**src/rtl/btn_event_ctrl_pkg.sv**
```systemverilog
// Shared definitions for the button event controller.
//   CLK_HZ        : sys_clk frequency (27 MHz board oscillator)
//   ms_to_cycles  : converts a millisecond interval to sys_clk cycles
//   btn_state_e   : press-classification FSM encoding
package btn_event_ctrl_pkg;

  localparam int unsigned CLK_HZ = 27_000_000;

  function automatic int unsigned ms_to_cycles(input int unsigned ms);
    return (CLK_HZ / 1000) * ms;
  endfunction

  typedef enum logic [1:0] {
    ST_IDLE    = 2'd0,
    ST_PRESSED = 2'd1,
    ST_LONG    = 2'd2
  } btn_state_e;

endpackage

```
**src/rtl/btn_sync_debounce.sv**
```systemverilog
// Two-flop synchroniser, polarity normalisation and debouncer for a raw
// button pin.
// Ports:
//   sys_clk   in  system clock
//   sys_rst   in  synchronous reset, active-high
//   btn_in    in  raw asynchronous button pin
//   btn_level out debounced level, 1 = pressed (registered)
//   rise      out strobe: btn_level goes 0->1 at the next edge
//   fall      out strobe: btn_level goes 1->0 at the next edge
// rise/fall are look-ahead strobes, so a consumer that registers its reaction
// to them changes in the same cycle as btn_level.
module btn_sync_debounce #(
  parameter int unsigned DEB_CYCLES = 270_000,
  parameter bit          ACTIVE_LOW = 1'b1
) (
  input  logic sys_clk,
  input  logic sys_rst,
  input  logic btn_in,
  output logic btn_level,
  output logic rise,
  output logic fall
);

  localparam int unsigned CW = $clog2(DEB_CYCLES);
  // Raw pin level while the button is released.
  localparam logic RAW_RELEASED = ACTIVE_LOW;

  logic          meta_q, sync_q;
  logic          level_q, level_d;
  logic [CW-1:0] cnt_q, cnt_d;
  logic          norm;
  logic          differs;
  logic          accept;

  assign norm    = ACTIVE_LOW ? ~sync_q : sync_q;
  assign differs = (norm != level_q);
  assign accept  = differs && (cnt_q == CW'(DEB_CYCLES - 1));

  always_comb begin
    cnt_d   = '0;
    level_d = level_q;
    if (differs) begin
      if (accept) begin
        level_d = norm;
      end else begin
        cnt_d = cnt_q + CW'(1);
      end
    end
  end

  always_ff @(posedge sys_clk) begin
    if (sys_rst) begin
      meta_q  <= RAW_RELEASED;
      sync_q  <= RAW_RELEASED;
      level_q <= 1'b0;
      cnt_q   <= '0;
    end else begin
      meta_q  <= btn_in;
      sync_q  <= meta_q;
      level_q <= level_d;
      cnt_q   <= cnt_d;
    end
  end

  assign btn_level = level_q;
  assign rise      = accept && norm;
  assign fall      = accept && !norm;

endmodule

```
**src/rtl/btn_event_ctrl.sv**
```systemverilog
// Button event controller: turns the raw user button into debounced level,
// press/short/long single-cycle events, and keeps the chaser's speed-mode
// index and rotate direction.
// Ports:
//   sys_clk      in  system clock, 27 MHz
//   sys_rst      in  synchronous reset, active-high
//   btn_in       in  raw asynchronous button pin
//   btn_level    out debounced level, 1 = pressed
//   press_pulse  out 1-cycle pulse on accepted press
//   short_pulse  out 1-cycle pulse on release before the long threshold
//   long_pulse   out 1-cycle pulse when the hold reaches LONG_CYCLES
//   mode         out speed-mode index, wraps NUM_MODES-1 -> 0 on short press
//   dir          out rotate direction (0 = left, 1 = right), toggles on long press
//
// state      | meaning
// -----------+-----------------------------------------------------------
// ST_IDLE    | button released, waiting for a debounced press
// ST_PRESSED | press accepted, counting hold time toward long threshold
// ST_LONG    | long press already reported, waiting silently for release
module btn_event_ctrl
  import btn_event_ctrl_pkg::*;
#(
  parameter int unsigned DEB_CYCLES  = ms_to_cycles(10),
  parameter int unsigned LONG_CYCLES = ms_to_cycles(1000),
  parameter int unsigned NUM_MODES   = 4,
  parameter bit          ACTIVE_LOW  = 1'b1
) (
  input  logic                         sys_clk,
  input  logic                         sys_rst,
  input  logic                         btn_in,
  output logic                         btn_level,
  output logic                         press_pulse,
  output logic                         short_pulse,
  output logic                         long_pulse,
  output logic [$clog2(NUM_MODES)-1:0] mode,
  output logic                         dir
);

  localparam int unsigned MW = $clog2(NUM_MODES);
  localparam int unsigned HW = $clog2(LONG_CYCLES + 1);

  logic deb_rise, deb_fall;

  btn_sync_debounce #(
    .DEB_CYCLES (DEB_CYCLES),
    .ACTIVE_LOW (ACTIVE_LOW)
  ) u_sync_debounce (
    .sys_clk   (sys_clk),
    .sys_rst   (sys_rst),
    .btn_in    (btn_in),
    .btn_level (btn_level),
    .rise      (deb_rise),
    .fall      (deb_fall)
  );

  btn_state_e    state_q, state_d;
  logic [HW-1:0] hold_q, hold_d;
  logic [MW-1:0] mode_q, mode_d;
  logic          dir_q, dir_d;
  logic          press_q, press_d;
  logic          short_q, short_d;
  logic          long_q, long_d;
  logic [HW-1:0] hold_inc;

  // Saturating so a very long hold cannot wrap back to the threshold.
  assign hold_inc = (hold_q == HW'(LONG_CYCLES)) ? hold_q : hold_q + HW'(1);

  always_comb begin
    state_d = state_q;
    hold_d  = hold_q;
    mode_d  = mode_q;
    dir_d   = dir_q;
    press_d = 1'b0;
    short_d = 1'b0;
    long_d  = 1'b0;
    case (state_q)
      ST_IDLE: begin
        if (deb_rise) begin
          state_d = ST_PRESSED;
          hold_d  = '0;
          press_d = 1'b1;
        end
      end
      ST_PRESSED: begin
        hold_d = hold_inc;
        // Release is checked first so a release coinciding with the
        // threshold is classified as short.
        if (deb_fall) begin
          state_d = ST_IDLE;
          short_d = 1'b1;
          mode_d  = (mode_q == MW'(NUM_MODES - 1)) ? '0 : mode_q + MW'(1);
        end else if (hold_q == HW'(LONG_CYCLES - 1)) begin
          state_d = ST_LONG;
          long_d  = 1'b1;
          dir_d   = ~dir_q;
        end
      end
      ST_LONG: begin
        hold_d = hold_inc;
        if (deb_fall) begin
          state_d = ST_IDLE;
        end
      end
      default: begin
        state_d = ST_IDLE;
      end
    endcase
  end

  always_ff @(posedge sys_clk) begin
    if (sys_rst) begin
      state_q <= ST_IDLE;
      hold_q  <= '0;
      mode_q  <= '0;
      dir_q   <= 1'b0;
      press_q <= 1'b0;
      short_q <= 1'b0;
      long_q  <= 1'b0;
    end else begin
      state_q <= state_d;
      hold_q  <= hold_d;
      mode_q  <= mode_d;
      dir_q   <= dir_d;
      press_q <= press_d;
      short_q <= short_d;
      long_q  <= long_d;
    end
  end

  assign press_pulse = press_q;
  assign short_pulse = short_q;
  assign long_pulse  = long_q;
  assign mode        = mode_q;
  assign dir         = dir_q;

endmodule
```
**config.mk**
```make
export PLATFORM = sky130hd
export DESIGN_NAME = btn_event_ctrl
export DESIGN_NICKNAME = d
export VERILOG_FILES = /design/src/rtl/btn_event_ctrl_pkg.sv /design/src/rtl/btn_sync_debounce.sv /design/src/rtl/btn_event_ctrl.sv
export SDC_FILE = /design/constraint.sdc
export NUM_CORES = 1
export LEC_CHECK = 0
export ABC_CLOCK_PERIOD_IN_PS = 2400
export CELL_PAD_IN_SITES_DETAIL_PLACEMENT = 1
export CELL_PAD_IN_SITES_GLOBAL_PLACEMENT = 1
export CORE_MARGIN = 2
export CORE_UTILIZATION = 42
export DETAILED_ROUTE_END_ITERATION = 16
export HOLD_SLACK_MARGIN = 0.03
export MAX_ROUTING_LAYER = met4
export PLACE_DENSITY_LB_ADDON = 0.1
export SLEW_MARGIN = 20
export SYNTH_ARGS = -nofsm -noshare
export SYNTH_HDL_FRONTEND = slang
export SYNTH_SLANG_ARGS = --single-unit
```
**constraint.sdc**
```tcl
create_clock -name sys_clk -period 2.4 [get_ports sys_clk]
set_clock_uncertainty 0.05 [all_clocks]
set_input_delay 0.36 -clock sys_clk [delete_from_list [all_inputs] [get_ports sys_clk]]
set_output_delay 0.36 -clock sys_clk [all_outputs]
set_load 0.03 [all_outputs]
```
# Word level (Yosys, flattened, before mapping)
# Index checks and enable logic that the tools add are counted.
op_classes:
  n_div: 0
  add_sub_neg: 3
  eq_ne: 11
  reduce_logical: 15
  n_lt_le_gt_ge: 0
  multipliers: 0
  mux: 12
  bitwise: 6
  shift: 0
op_table:
  columns: ["cell", "n"]
  rows:
  - ["25-bit == test (second input constant)", 2]
  - ["25-bit two-way mux", 2]
  - ["25-bit one-hot mux with 2 select lines", 1]
  - ["25-bit by 1-bit adder with 25-bit output (second input constant)", 1]
  - ["19-bit by 1-bit adder with 19-bit output (second input constant)", 1]
  - ["19-bit == test (second input constant)", 1]
  - ["2-bit two-way mux", 5]
  - ["3-bit AND reduction", 3]
  - ["2-bit != test (second input constant)", 3]
  - ["1-bit inverter", 6]
  - ["2-bit one-hot mux with 3 select lines", 1]
  - ["2-bit OR reduction", 3]
  - ["3-bit OR reduction", 2]
  - ["2-bit == test (second input constant)", 2]
  - ["2-bit AND reduction", 2]
  - ["1-bit logical AND", 3]
  - ["1-bit two-way mux", 3]
  - ["3-bit != test (second input constant)", 1]
  - ["2-bit by 1-bit adder with 2-bit output (second input constant)", 1]
  - ["2-bit by 1-bit == test with 1-bit output (second input constant)", 1]
  - ["2-bit logical NOT", 1]
  - ["2-bit nonzero test", 1]
  - ["1-bit != test", 1]
word_totals:
  latch_bits: 0
  wordCells: 58
  input_bits: 3
  output_inout_bits: 7
  ff_bits: 55
  mem_count: 0
  ram_bits: 0
  mem_bits_ro: 0

# Logic depth before layout (Yosys ltp)
logic_depth:
  depth_word: 6
  depth_mapped: 9
  ltp_nobuf: 7

# By module
# From an unflattened synthesis, not the netlist that was laid out.
hier_totals:
  cells_unflattened: 322
  area_unflattened_um2: 2757.6
modules_own_cells:
  columns: ["mod", "cells_per_inst", "seq_area_each_um2", "n_inst", "area_per_inst_um2"]
  rows:
  - ["btn_event_ctrl", 212, 660.6, 1, 1785.5]
  - ["btn_sync_debounce", 110, 440.4, 1, 972.2]

# Worst setup path before layout
# OpenSTA, ideal clock, no wires.
synth_path:
  kind: "reg-to-reg"
  startpoint: "reg u_sync_debounce.cnt_q[0]"
  endpoint: "reg u_sync_debounce.cnt_q[11]"
  required_time_ps: 2233
  n_path_buf: 2
  stages_incl_launch_ff: 9
  setup_slack_ps: 72
  arrival_time_ps: 2161
  setup_time_ps: 117
  period_less_slack_ps: 2328
  cell_sequence: "dfxtp_1 > ha_1 > nand3_1 > or4_1 > nor4_1 > or3_1 > buf_2 > buf_2 > nor2_1"
synth_via:
  elab_chain_cells: 3
  elab_cells_between_ends: 4
  classes_between: "1 x add/sub; 1 x eq/ne; 2 x reduce/logical"
synth_rtl:
  columns: ["item", "line_no", "text"]
  rows:
  - ["from (decl)", "btn_sync_debounce.sv:30", "logic [CW-1:0] cnt_q, cnt_d;"]
  - ["from (signal assigned)", "btn_sync_debounce.sv:61", "cnt_q <= cnt_d;"]
  - ["parallel branches: the longest is 3 deep, another holds 19-bit by 1-bit adder with 19-bit output", null, null]
# Several ways; the timed one is not identified.
# A chain may end at the register's enable or synchronous reset.

# Worst setup path after layout
layout_path:
  startpoint: "reg state_q[1]"
  endpoint: "reg hold_q[15]"
layout_via:
  elab_chain_cells: 4
  elab_cells_between_ends: 9
  classes_between: "4 x eq/ne; 1 x mux; 4 x reduce/logical"
layout_rtl:
  columns: ["item", "line_no", "text"]
  rows:
  - ["from (decl)", "btn_event_ctrl.sv:56", "btn_state_e state_q, state_d;"]
  - ["from (signal assigned)", "btn_event_ctrl.sv:120", "state_q <= state_d;"]
  - ["2-bit == test or 2-bit by 1-bit == test with 1-bit output (tied branches)", "btn_event_ctrl.sv:76", "case (state_q)"]
  - ["2-bit OR reduction (no line)", null, null]
  - ["2-bit != test (no line) or 2-bit nonzero test (tied branches)", null, null]
  - ["3-bit AND reduction (no line)", null, null]
  - ["to (signal assigned)", "btn_event_ctrl.sv:121", "hold_q <= hold_d;"]
  - ["to (decl)", "btn_event_ctrl.sv:57", "logic [HW-1:0] hold_q, hold_d;"]
# Parallel ways exist; a longest one is shown, timed or not.

==> metrics.yaml <==
route:
  wl_per_cell_um: 15.8
  drcViolationCount: 0
  antenna_left: 0
  first_pass_iters: 4
  drt_iter0_drc: 76
  routed_wl_mm: 6.97
  vias_per_cell: 5.88
  vias: 2588
die:
  core_um2: 6420
  io_pins: 10
  die_w_um: 86.1
  die_y_um: 86.1
  initial_utilization_pct: 44.1
  rows: 29
  dieArea_um2: 7420
global_routing:
  antenna_found_initial: 0
  overflow: 0
  grt_max_degree: 48
  grt_first_pass_wirelength_mm: 12.1
  gr-usage-all-layers_pct: 20.8
  grt_pass1_vias: 2520
run_status:
  status: "finished clean"
critical_path:
  r2r_start: "state_q[1]$_SDFFE_PP0P_"
  cp-start-kind: "flip-flop"
  cp-end-kind: "flip-flop"
  rr_endpoint: "hold_q[15]$_SDFFE_PP0P_"
  arrival_ns: 2.44
  cp_max_fo: 47
  rrSetupSlack_ns: 0.16
  worst_ep_required_time_ns: 2.60
  critical_path_class: "reg -> reg"
  r2r_cells: 7
placement:
  dp_hpwl_mm: 5.09
  place_congestion: 0.813
  portBuffers: 9
yosys:
  netlist_instances: 338
  syn_area_um2: 2830
  yosys_warnings: 0
  ys_types: 53
  synthTopCellsByArea: "dfxtp_1, or4_1, nor2_1"
  synthesis.nets: 348
  ys_ff_latch: 55
  synth_ff_type: "dfxtp_1"
  synth_edf_count: 0
  async_flop_share_pct: 0
  syn_avg_cell_area_um2: 8.38
  yosysSeqAreaShare_pct: 38.9
  synth_top_area_cell: "dfxtp_1"
  synth_top_area_share_pct: 38.9
clock_tree:
  cts.reportedPaths.clkPinSlew_ns: 0.10
  clkSinkCount: 55
  cts_hold_buffers: 0
  cts_buffers: 5
  ctsHtreeMaxLevel: 2
  cts_root_buffer: "clkbuf_8"
  clk_latency_ns: 0.31
  cts_setup_buffers: 0
  cts_tree: "built"
  clock_path_buffers: 2
layout:
  seqCellArea_um2: 1100
  fillCellCount: 749
  nets: 372
  multi_input_area_um2: 1650
  drive_gt1_share_pct: 12.9
  syn_to_final_growth_pct: 16.7
  n_antenna_cell: 0
sta:
  fin_tns_setup_ns: 0
  worstMarginPinSlew_ns: 0.566
  rsz0062_at_grt: "no"
  max_clock_freq_mhz: 446
  min_period_over_period_pct: 93.4
  finalCriticalPeriod_ns: 2.24
  finalHoldViolations: 0
  slew_headroom_pct: 61.9
  drv_slew: 0
  setup_viol: 0
power_and_ir_drop:
  power_w: 0.00152
  p_per_area_nw_per_um2: 460
  p_leak_nw: 1.06
  peakVddDrop_mv: 0.199
worst_hold_path:
  whs_path_depth: 1
  whs_endpoint: "u_sync_debounce.sync_q$_SDFF_PP1_"
  worstHoldPathType: "reg -> reg"
  hold_start: "u_sync_debounce.meta_q$_SDFF_PP1_"
job:
  cap_violations: 0
## per-layer routing
metal,vias to the layer above,wire length [um],track usage [%]
met5,-,0,-
met1,1263,3610,29.0
met4,0,77,5.19
li1,1296,-,-
met3,6,167,4.04
met2,23,3120,31.0
## worst max-delay path by stage
stage | slack, ns | end | startpoint | cells past startpoint
after floorplan | 0.07 | u_sync_debounce.cnt_q[11]$_SDFF_PP0_ | u_sync_debounce.cnt_q[0]$_SDFF_PP0_ | 8
after global placement | -0.001 | hold_q[22]$_SDFFE_PP0P_ | state_q[1]$_SDFFE_PP0P_ | 7
after detailed placement | 0.003 | hold_q[23]$_SDFFE_PP0P_ | state_q[1]$_SDFFE_PP0P_ | 7
after CTS | 0.04 | state_q[0]$_SDFFE_PP0P_ | u_sync_debounce.cnt_q[0]$_SDFF_PP0_ | 7
after global routing | 0.01 | hold_q[16]$_SDFFE_PP0P_ | state_q[1]$_SDFFE_PP0P_ | 8
final | 0.16 | hold_q[15]$_SDFFE_PP0P_ | state_q[1]$_SDFFE_PP0P_ | 7
## cell families after synthesis
kind of cell | count (synthesis) | synth area share (%)
buffers and inverters | 29 | 4.59
AOI/OAI and AO/OA | 68 | 15.6
xor gates and xnor gates | 18 | 5.57
muxes | 2 | 0.707
and+or+nand+nor | 159 | 31.5
adders and majority gates | 7 | 3.09
DFF | 55 | 38.9
## sequential cells by signal (all words and copies together) (netlist names)
register / cells
press_pulse: 1
state_q: 2
u_sync_debounce.meta_q: 1
u_sync_debounce.sync_q: 1
hold_q: 25
dir: 1
mode: 2
u_sync_debounce.btn_level: 1
short_pulse: 1
u_sync_debounce.cnt_q: 19
long_pulse: 1
## final cells by class
class / count / share of cell area, %
multi-input combinational: 254 / 49.8
timing repair buffer: 34 / 9.54
inverter: 12 / 1.36
clock buffer: 8 / 3.03
tap: 77 / 2.92
sequential: 55 / 33.3
## power by group
| part | internal (W) | switching (W) | total (W) | leakage [nW] |
|---|---|---|---|---|
| clock network | 0.000264 | 0.000301 | 0.000565 | 0.0515 |
| registers | 0.000914 | 0.00000238 | 0.000916 | 0.443 |
| logic | 0.0000173 | 0.0000204 | 0.0000377 | 0.562 |
## what timing repair did
item / in CTS / in global routing
pin swaps: 1 / 1
setup endpoints to repair: 22 / 44
resized for setup: 1 / 7
## synthesized netlist by cell type (all sizes together), types with 2 or more instances
| cell | count |
|---|---|
| inv | 12 |
| or3 | 12 |
| nor4bb | 2 |
| nor3 | 11 |
| nand4 | 13 |
| and3 | 5 |
| or4b | 2 |
| xor2 | 10 |
| nor2b | 3 |
| o31ai | 10 |
| clkbuf | 10 |
| o2111ai | 4 |
| o41ai | 2 |
| nor3b | 2 |
| nor4 | 6 |
| dfxtp | 55 |
| nand3 | 16 |
| buf | 7 |
| o21ai | 12 |
| a21oi | 23 |
| or2 | 4 |
| mux2i | 2 |
| xnor2 | 8 |
| ha | 7 |
| or4 | 17 |
| o211ai | 2 |
| a2bb2oi | 2 |
| nand2 | 22 |
| and2 | 4 |
| nand4b | 2 |
| nor2 | 33 |
| a31oi | 4 |
## cell usage in the layout, fill, tap and decap left out, types with 2 or more instances in the layout
master           Yosys  final
nor3_4               1      2
nand2_1             22     22
or2_2                2      2
dfxtp_1             55     55
clkdlybuf4s50_1      0      9
a2bb2oi_1            2      2
clkbuf_8             0      7
nand3_1             16     16
inv_1               12     12
and2_1               4      4
a21oi_1             23     23
or3_1               12     12
and3_1               5      5
o2111ai_1            4      4
mux2i_1              2      2
a31oi_1              3      3
nor2b_1              3      3
nand4_1             13     13
o211ai_1             2      2
nor2_1              32     32
o31ai_1             10     10
or4_1               17     16
xnor2_1              8      8
ha_1                 7      6
buf_12               0      3
nand4b_1             2      2
xor2_1              10     10
o21ai_0             12     12
nor4_1               6      5
buf_4                0     22
nor3_1              10      9
nor3b_1              2      2
## worst max-delay path: stages (launching register included)
cell and delay [ns]:
dfxtp_1 0.34, inv_1 0.13, ha_1 0.25, nor3b_1 0.34
a31oi_2 0.17, buf_12 0.21, or4_1 0.52, a21oi_1 0.14
## stage by stage
step	setup slack, ns	cells	hold slack [ns]	instance area [um^2]	utilization [%]
final	0.159	440	0.384	3300	51.5
after global routing	0.0143	440	0.412	3300	51.5
after CTS	0.0372	440	0.385	3260	50.8
after detailed placement	0.00253	432	0.348	3160	49.2
after global placement	-0.00118	432	0.345	3160	49.2
after floorplan	0.0719	338	0.339	2830	-
No activity file was read; power rests on OpenSTA's default activity.
